### src/rtl/dsp_bram_pkg.sv
// Shared definitions for the equalizer debug capture path: controller state encoding and
// address-width derivation.
package dsp_bram_pkg;

  typedef enum logic [2:0] {
    StIdle  = 3'd0,
    StPre   = 3'd1,
    StPost  = 3'd2,
    StFull  = 3'd3,
    StPrime = 3'd4,
    StRead  = 3'd5
  } cap_state_e;

  function automatic int unsigned addr_w(input int unsigned depth);
    return (depth > 1) ? $clog2(depth) : 1;
  endfunction

endpackage

### src/rtl/bram_rd_stream.sv
// Readout side of the capture controller: read pointer/count, RAM port-B address advance and
// last-word marking. The parent FSM sequences PRIME/READ and tells this block when to load.
module bram_rd_stream
  import dsp_bram_pkg::*;
#(
  parameter int unsigned DEPTH  = 32768,
  parameter int unsigned ADDR_W = addr_w(DEPTH)
) (
  input  logic              clk,
  input  logic              rst_n,
  input  logic              load,
  input  logic [ADDR_W-1:0] load_ptr,
  input  logic              reading,
  input  logic              rd_ready,
  output logic [ADDR_W-1:0] ram_addr_b,
  output logic              rd_valid,
  output logic              rd_last,
  output logic              last_fire
);
  localparam int unsigned CntW = ADDR_W + 1;
  localparam logic [CntW-1:0] LastCnt = CntW'(DEPTH - 1);

  logic [ADDR_W-1:0] rd_ptr_q, rd_ptr_d;
  logic [CntW-1:0]   rd_cnt_q, rd_cnt_d;
  logic              fire;

  assign rd_valid  = reading;
  assign rd_last   = reading && (rd_cnt_q == LastCnt);
  assign fire      = reading && rd_ready;
  assign last_fire = fire && rd_last;

  // Presenting the next address in the accepting cycle keeps the one-cycle RAM latency hidden.
  always_comb begin
    ram_addr_b = fire ? rd_ptr_q + 1'b1 : rd_ptr_q;
    rd_ptr_d   = load ? load_ptr : ram_addr_b;
    rd_cnt_d   = rd_cnt_q;
    if (load) begin
      rd_cnt_d = '0;
    end else if (fire) begin
      rd_cnt_d = rd_cnt_q + 1'b1;
    end
  end

  always_ff @(posedge clk or negedge rst_n) begin
    if (!rst_n) begin
      rd_ptr_q <= '0;
      rd_cnt_q <= '0;
    end else begin
      rd_ptr_q <= rd_ptr_d;
      rd_cnt_q <= rd_cnt_d;
    end
  end

endmodule

### src/rtl/bram_capture_ctrl.sv
// Capture/readout controller: circular pre-trigger capture into a dual-port RAM through port A,
// then chronological readout of the whole buffer through port B over valid/ready.
module bram_capture_ctrl
  import dsp_bram_pkg::*;
#(
  parameter int unsigned WIDTH    = 32,
  parameter int unsigned DEPTH    = 32768,
  parameter int unsigned PRE_TRIG = 8192,
  localparam int unsigned ADDR_W  = addr_w(DEPTH)
) (
  input  logic              clk,
  input  logic              rst_n,
  input  logic              arm,
  input  logic              abort,
  input  logic              din_valid,
  input  logic [WIDTH-1:0]  din,
  input  logic              trigger,
  input  logic              read_start,
  output logic              ram_we,
  output logic [ADDR_W-1:0] ram_addr_a,
  output logic [WIDTH-1:0]  ram_din,
  output logic [ADDR_W-1:0] ram_addr_b,
  input  logic [WIDTH-1:0]  ram_dout_b,
  output logic              rd_valid,
  output logic [WIDTH-1:0]  rd_data,
  output logic              rd_last,
  input  logic              rd_ready,
  output logic              busy,
  output logic              done
);
  localparam int unsigned CntW = ADDR_W + 1;
  localparam logic [CntW-1:0] PreTrig = CntW'(PRE_TRIG);
  localparam logic [CntW-1:0] PostLen = CntW'(DEPTH - PRE_TRIG);

  cap_state_e        state_q, state_d;
  logic [ADDR_W-1:0] wr_ptr_q, wr_ptr_d;
  logic [CntW-1:0]   pre_cnt_q, pre_cnt_d;
  logic [CntW-1:0]   post_cnt_q, post_cnt_d;
  logic              done_q, done_d;
  logic              load_rd;
  logic              last_fire;

  assign ram_we     = din_valid && (state_q == StPre || state_q == StPost) && !abort;
  assign ram_addr_a = wr_ptr_q;
  assign ram_din    = din;
  assign rd_data    = ram_dout_b;
  assign busy       = (state_q != StIdle);
  assign done       = done_q;
  assign done_d     = last_fire && !abort;

  always_comb begin
    state_d    = state_q;
    wr_ptr_d   = wr_ptr_q;
    pre_cnt_d  = pre_cnt_q;
    post_cnt_d = post_cnt_q;
    load_rd    = 1'b0;
    unique case (state_q)
      StIdle: begin
        if (arm) begin
          state_d   = StPre;
          wr_ptr_d  = '0;
          pre_cnt_d = '0;
        end
      end
      StPre: begin
        if (din_valid) begin
          wr_ptr_d = wr_ptr_q + 1'b1;
          if (pre_cnt_q != PreTrig) pre_cnt_d = pre_cnt_q + 1'b1;
          // The qualifying trigger sample is itself the first post-trigger sample.
          if (trigger && pre_cnt_q == PreTrig) begin
            post_cnt_d = CntW'(1);
            if (PostLen == CntW'(1)) begin
              state_d = StFull;
              load_rd = 1'b1;
            end else begin
              state_d = StPost;
            end
          end
        end
      end
      StPost: begin
        if (din_valid) begin
          wr_ptr_d   = wr_ptr_q + 1'b1;
          post_cnt_d = post_cnt_q + 1'b1;
          if (post_cnt_d == PostLen) begin
            state_d = StFull;
            load_rd = 1'b1;
          end
        end
      end
      StFull: begin
        if (read_start) state_d = StPrime;
      end
      StPrime: state_d = StRead;
      StRead: begin
        if (last_fire) state_d = StIdle;
      end
      default: state_d = StIdle;
    endcase
    if (abort) begin
      state_d = StIdle;
      load_rd = 1'b0;
    end
  end

  always_ff @(posedge clk or negedge rst_n) begin
    if (!rst_n) begin
      state_q    <= StIdle;
      wr_ptr_q   <= '0;
      pre_cnt_q  <= '0;
      post_cnt_q <= '0;
      done_q     <= 1'b0;
    end else begin
      state_q    <= state_d;
      wr_ptr_q   <= wr_ptr_d;
      pre_cnt_q  <= pre_cnt_d;
      post_cnt_q <= post_cnt_d;
      done_q     <= done_d;
    end
  end

  // The oldest retained sample sits at the final write pointer.
  bram_rd_stream #(
    .DEPTH  (DEPTH),
    .ADDR_W (ADDR_W)
  ) u_rd_stream (
    .clk        (clk),
    .rst_n      (rst_n),
    .load       (load_rd),
    .load_ptr   (wr_ptr_d),
    .reading    (state_q == StRead),
    .rd_ready   (rd_ready),
    .ram_addr_b (ram_addr_b),
    .rd_valid   (rd_valid),
    .rd_last    (rd_last),
    .last_fire  (last_fire)
  );

endmodule

### config.mk
export PLATFORM = sky130hd
export DESIGN_NAME = bram_capture_ctrl
export DESIGN_NICKNAME = d
export VERILOG_FILES = /design/src/rtl/dsp_bram_pkg.sv /design/src/rtl/bram_rd_stream.sv /design/src/rtl/bram_capture_ctrl.sv
export SDC_FILE = /design/constraint.sdc
export NUM_CORES = 1
export LEC_CHECK = 0
export ABC_AREA = 1
export CAP_MARGIN = 25
export CORE_MARGIN = 5
export CORE_UTILIZATION = 48
export DETAILED_ROUTE_END_ITERATION = 12
export PLACE_DENSITY = 0.82
export SLEW_MARGIN = 20
export SYNTH_ARGS = -nofsm -noshare
export SYNTH_HDL_FRONTEND = slang
export SYNTH_HIERARCHICAL = 1
export SYNTH_SLANG_ARGS = --single-unit
### constraint.sdc
create_clock -name clk -period 2.8 [get_ports clk]
set_input_delay 0.56 -clock clk [delete_from_list [all_inputs] [get_ports clk]]
set_output_delay 0.56 -clock clk [all_outputs]
set_load 0.005 [all_outputs]
==> impl_metrics.ini, run 1 <==
[layout]
insertedDiodeCount = 0
final_cell_mix = 213 x nand2_1, 87 x inv_1, 83 x nor2_1, 79 x dfrtp_1, 51 x nand3_1
num-fill-cells = 1052
final_common_cell = nand2_1
layout.nets = 867
final_util_pct = 54.1
syn_to_final_growth_pct = 9.58
drive_above_1_share_pct = 10.2
fin_cells = 936

[timing]
fin_tns_setup_ns = 0
setup_slack_ns = 0.115
hold_viol = 0
fin_crit_sh_pct = 95.9
finalCriticalPeriod_ns = 2.68
fmax_mhz = 372
slew-limit-headroom_pct = 54.3
finalSetupViolations = 0
worst_pin_slew_ns = 0.686
finClkSkew_ns = 0.00799
fin_hold_ws_ns = 0.156
drv_slew = 0

[detailed_routing]
drt-initial-drc-count = 370
viasPerCell = 5.29
drc = 0
post_drt_wl_per_cell_um = 13.4
wirelength_mm = 12.5
dr_total_vias = 4956
drtPass1Iterations = 5
ant_nets = 0

[setup_path]
crit_fanout = 4
setup.worst_path.start_class = flip-flop
r2r_setup_slack_ns = 0.30
cp_slowest_cell = clkdlybuf4s50_1
end_kind = primary output
required_ns = 2.24
crit_type = flip-flop to primary output
slowest_delay_ns = 0.53
crit_chain = inv_4 -> nand3_4 -> inv_4 -> nand3_4 -> nor2_4 -> buf_4 -> xor2_1 -> clkdlybuf4s50_1
reg2reg_from = post_cnt_q[0]
r2r_cells = 13
worstPathArrival_ns = 2.12
rr_endpoint = u_rd_stream/rd_cnt_q[13]

[floorplanning]
rows = 39
die_area_sq_um = 14100
fp.dieW_um = 119
start_util_pct = 49.3
coreArea_sq_um = 11500
fp.dieH_um = 119
ios = 171

[synth]
seq_area_frac_synth_pct = 36.3
yosysWarnings = 6
synth-seq-cells = 82
synth_area_sq_um = 5660
synth_edf_count = 0
ys_types = 43
async_flop_share_pct = 100
syn-num-nets = 873
syn_area_per_cell_sq_um = 7.12
ys_dominant_reg_cell = dfrtp_1
netlist_instances = 794

[placement]
io_buffer_count = 42
finalWeightedCongestion = 0.899
dp.cells = 918
place_ws_ns = -0.0149
hpwlAfterDp_mm = 9.34

[global_routing]
antenna_found_initial = 0
grt_pass1_vias = 4862
grt_most_used_layer = met2
use_met2_pct = 30.5
grt_pass1_wl_mm = 21.8
grtUsageTotal_pct = 18.3
grt_max_degree = 32
met3_usage_pct = 4.11
gr-usage-met1_pct = 22.9
overflow = 0

[clock_tree]
cts.sinks = 82
cts_root_buf = clkbuf_16
htree_num_levels = 3
cts_tree = yes
cts_made_buffers = 9
clock_latency_ns = 0.33
clockBufferDepth = 2
clkSlewWorstSetupHoldPaths_ns = 0.06

[worst_hold_path]
hold_class = primary input to async pin

[power_and_ir_drop]
power_density_nw_per_um2 = 707
ir_worst_vdd_mv = 0.478
p_leak_nw = 2.86

[outcome]
status = completed

[job]
drv_cap = 0
==> report_power, final <==
| part | internal (mW) | total, mW | switching (mW) |
|---|---|---|---|
| registers | 1.38 | 1.61 | 0.229 |
| logic | 0.534 | 1.51 | 0.974 |
| clock network | 0.802 | 1.26 | 0.461 |
| total | 2.72 | 4.38 | 1.66 |
==> cells by family after synthesis <==
kind of cell | after synthesis | synth area share (%)
flip-flops | 82 | 36.3
buffers and inverters | 174 | 16.5
AO/OA/AOI/OAI | 85 | 8.96
XOR/XNOR | 18 | 2.92
adder cells (fa/ha/maj) | 7 | 1.55
AND/OR/NAND/NOR | 428 | 33.8
==> through the flow <==
step | power [mW] | cell area, sq um
floorplan | 2.70 | 5660
global placement | 3.03 | 5810
detailed placement | 3.07 | 5810
CTS | 4.37 | 6140
global route | 4.72 | 6200
finish | 4.38 | 6200
==> synth_stat cells (all sizes together), types with 13 or more instances <==
cell / number / area share, %
nand3: 53 / 4.8
o22ai: 13 / 1.4
o21ai: 36 / 3.3
nor2: 96 / 7.6
a21oi: 18 / 1.6
nand2: 224 / 15
nand4: 23 / 2.5
xor2: 13 / 2.0
nor3: 25 / 2.6
inv: 95 / 6.3
dfrtp: 82 / 36
buf: 73 / 9.6
==> flip-flops by register name (all words and copies together), names as in the netlist <==
name and count:
post_cnt_q 16, pre_cnt_q 16, u_rd_stream/rd_cnt_q 16, ram_addr_a 15, u_rd_stream/rd_ptr_q 15, state_q 3
done 1
==> critical path: cells and delay by family, from the launching register on <==
| family | cells | cell delay, ns |
|---|---|---|
| flops | 1 | 0.43 |
| buf+inv | 4 | 0.85 |
| xor+xnor | 1 | 0.18 |
| simple gates | 3 | 0.33 |
==> how the worst max path moves through the flow <==
stage                                     to          start  cells past startpoint
floorplan           u_rd_stream/rd_cnt_q[13]  post_cnt_q[0]                     13
global placement              ram_addr_b[14]       rd_ready                      9
detailed placement             ram_addr_b[8]       rd_ready                      8
CTS                           ram_addr_b[14]     state_q[1]                     11
global route                   ram_addr_b[4]     state_q[1]                      8
finish                         ram_addr_b[4]     state_q[1]                      8
==> final cells by class <==
| cell class | instances | area, sq um | share of cell area, % |
|---|---|---|---|
| timing repair buffer | 59 | 549 | 8.86 |
| clock buffer | 11 | 243 | 3.92 |
| clock inverter | 5 | 77.6 | 1.25 |
| multi-input combinational | 538 | 2720 | 43.9 |
| tap | 143 | 179 | 2.89 |
| inverter | 98 | 374 | 6.04 |
| sequential | 82 | 2060 | 33.2 |
==> metal layers <==
layer | vias up | routed length, um
met5 | - | 0
met4 | 0 | 286
met3 | 28 | 824
met2 | 158 | 6050
met1 | 2291 | 5380
li1 | 2479 | -
==> repair_timing <==
item                       4_1_cts  5_1_grt
resized for setup                4       15
pin swaps                        1        5
hold buffers                     0        0
setup endpoints to repair       12       17
setup buffers                    1        1
(Power assumes the default switching activity.)
==> inputs of run 2 (changes only) <==
--- a/config.mk
+++ b/config.mk
@@ -7,10 +7,12 @@
 export LEC_CHECK = 0
 export ABC_AREA = 1
 export CAP_MARGIN = 25
+export CORE_ASPECT_RATIO = 1.4
 export CORE_MARGIN = 5
-export CORE_UTILIZATION = 48
+export CORE_UTILIZATION = 49
+export CTS_BUF_LIST = sky130_fd_sc_hd__clkbuf_2 sky130_fd_sc_hd__clkbuf_4 sky130_fd_sc_hd__clkbuf_8
 export DETAILED_ROUTE_END_ITERATION = 12
-export PLACE_DENSITY = 0.82
+export PLACE_DENSITY = 0.84
 export SLEW_MARGIN = 20
 export SYNTH_ARGS = -nofsm -noshare
 export SYNTH_HDL_FRONTEND = slang
==> run 2 against run 1 <==
  * Critical path depth fell by 1
  * Fmax fell by 0.78%
  * Utilization fell by 0.26 points
  * Hold slack improved by 0.034 ns
  * Critical path type unchanged
  * Largest cell class unchanged
==> impl_metrics.ini, run 2 (same netlist as run 1, synthesis figures left out) <==
[setup_path]
cp_slowest_cell = clkdlybuf4s50_1
end_kind = primary output
worstPathArrival_ns = 2.15
r2r_setup_slack_ns = 0.26
crit_fanout = 9
crit_type = flip-flop to primary output
setup.worst_path.start_class = flip-flop
crit_chain = buf_4 -> a21oi_2 -> nand2_4 -> clkinv_1 -> nand2_1 -> nor2_1 -> clkdlybuf4s50_1
required_ns = 2.24
slowest_delay_ns = 0.53

[detailed_routing]
drtPass1Iterations = 4
viasPerCell = 5.31
drc = 0
post_drt_wl_per_cell_um = 13.5
ant_nets = 0
wirelength_mm = 12.6
dr_total_vias = 4979
drt-initial-drc-count = 257

[layout]
reg.largest.list = post_cnt_q (16), pre_cnt_q (16), u_rd_stream/rd_cnt_q (16)
final_cell_mix = 213 x nand2_1, 87 x inv_1, 81 x nor2_1, 79 x dfrtp_1, 51 x nand3_1
layout.nets = 867
insertedDiodeCount = 0
final_common_cell = nand2_1
syn_to_final_growth_pct = 7.83
design_area_sq_um = 6100
drive_above_1_share_pct = 10.6

[timing]
worst_pin_slew_ns = 0.697
setup_slack_ns = 0.0943
fmax_mhz = 370
fin_hold_ws_ns = 0.191
finClkSkew_ns = 0.0126
fin_crit_sh_pct = 96.6
drv_slew = 0
finalSetupViolations = 0
hold_viol = 0
finalCriticalPeriod_ns = 2.71
slew-limit-headroom_pct = 53.6
fin_tns_setup_ns = 0

[floorplanning]
coreArea_sq_um = 11300
start_util_pct = 49.9
rows = 46
ios = 171
die_area_sq_um = 13800
fp.dieH_um = 137
fp.dieW_um = 101

[global_routing]
grtUsageTotal_pct = 18.9
grt_pass1_wl_mm = 21.1
overflow = 0
antenna_found_initial = 0
grt_pass1_vias = 4727
grt_max_degree = 44

[placement]
placed_cell_area_sq_um = 5820
place_ws_ns = -0.0240
finalWeightedCongestion = 0.884
hpwlAfterDp_mm = 9.42
io_buffer_count = 42

[clock_tree]
htree_num_levels = 3
clock_latency_ns = 0.37
cts_tree = yes
clockBufferDepth = 2
cts_made_buffers = 9
clkSlewWorstSetupHoldPaths_ns = 0.09
cts.sinks = 82
cts_root_buf = clkbuf_8

[worst_hold_path]
hold_class = primary input to async pin

[power_and_ir_drop]
ir_worst_vdd_mv = 0.458
power_density_nw_per_um2 = 656
p_leak_nw = 2.82

[job]
drv_cap = 0

[outcome]
status = completed
[run 2: cell count changes in the layout (fill, tap and decap cells not counted), moves of 2 or more]
cell        before  now
clkinvlp_4       1    3
nor2_1          83   81
inv_6            0    2
clkinv_4         0    2
clkbuf_8         1    9
clkinv_2         3    1
inv_4            2    0
clkbuf_16        9    0
nor2_2           4    7
[run 2: report_power, final]
part           switching [mW]  total, mW  internal, mW
Combinational           0.976       1.51         0.538
Clock                   0.468      0.885         0.417
Sequential              0.227       1.60          1.38
[run 2: per-layer routing]
metal,share of wire [%],vias up,global-route usage [%]
met1,43,2349,22.4
li1,-,2481,-
met3,3.4,47,2.60
met2,50,102,32.1
met5,0,-,0
met4,3.9,0,11.5
[run 2: cell type report]
cell class | count | area, sq um
fillers | 1047 | 5240
multi-input cells | 538 | 2730
flip-flops and latches | 82 | 2060
repair buffers | 59 | 561
inverters | 98 | 374
well taps | 144 | 180
clock buffers | 9 | 124
clock inverters | 7 | 78.8
[run 2: worst paths after layout]
| check | from | to | cells after the start |
|---|---|---|---|
| setup / recovery | state_q[1] | ram_we | 7 |
| max in group asynchronous | rst_n | state_q[1] | 2 |
| hold reg to reg | u_rd_stream/rd_cnt_q[1] | u_rd_stream/rd_cnt_q[1] | 2 |
| hold / removal | rst_n | u_rd_stream/rd_ptr_q[14] | 1 |
| setup reg to reg | post_cnt_q[0] | u_rd_stream/rd_cnt_q[14] | 13 |
| min in group clk | u_rd_stream/rd_cnt_q[1] | u_rd_stream/rd_cnt_q[1] | 2 |
[run 2: per-stage QoR]
stage / utilization (%) / total power [mW] / instances
final: 53.8 / 4.00 / 937
after global routing: 53.8 / 4.31 / 937
after CTS: 53.3 / 3.98 / 936
after detailed placement: 51.3 / 3.07 / 919
after global placement: 51.3 / 3.03 / 919
after floorplan: - / 2.70 / 794
[run 2: critical path: cells and delay by family, from the launching register on]
| kind | cells | cell delay (ns) |
|---|---|---|
| compound gates | 1 | 0.22 |
| buf+inv | 3 | 0.77 |
| flops | 1 | 0.43 |
| simple gates | 3 | 0.35 |
[run 2: repair_timing]
| item | 4_1_cts | 5_1_grt |
|---|---|---|
| hold endpoints to repair | 0 | 0 |
| endpoints found under the setup margin | 14 | 21 |
| setup buffers | 1 | 1 |
| hold buffers | 0 | 0 |
| gates resized for setup | 8 | 14 |
| pin swaps | 3 | 4 |
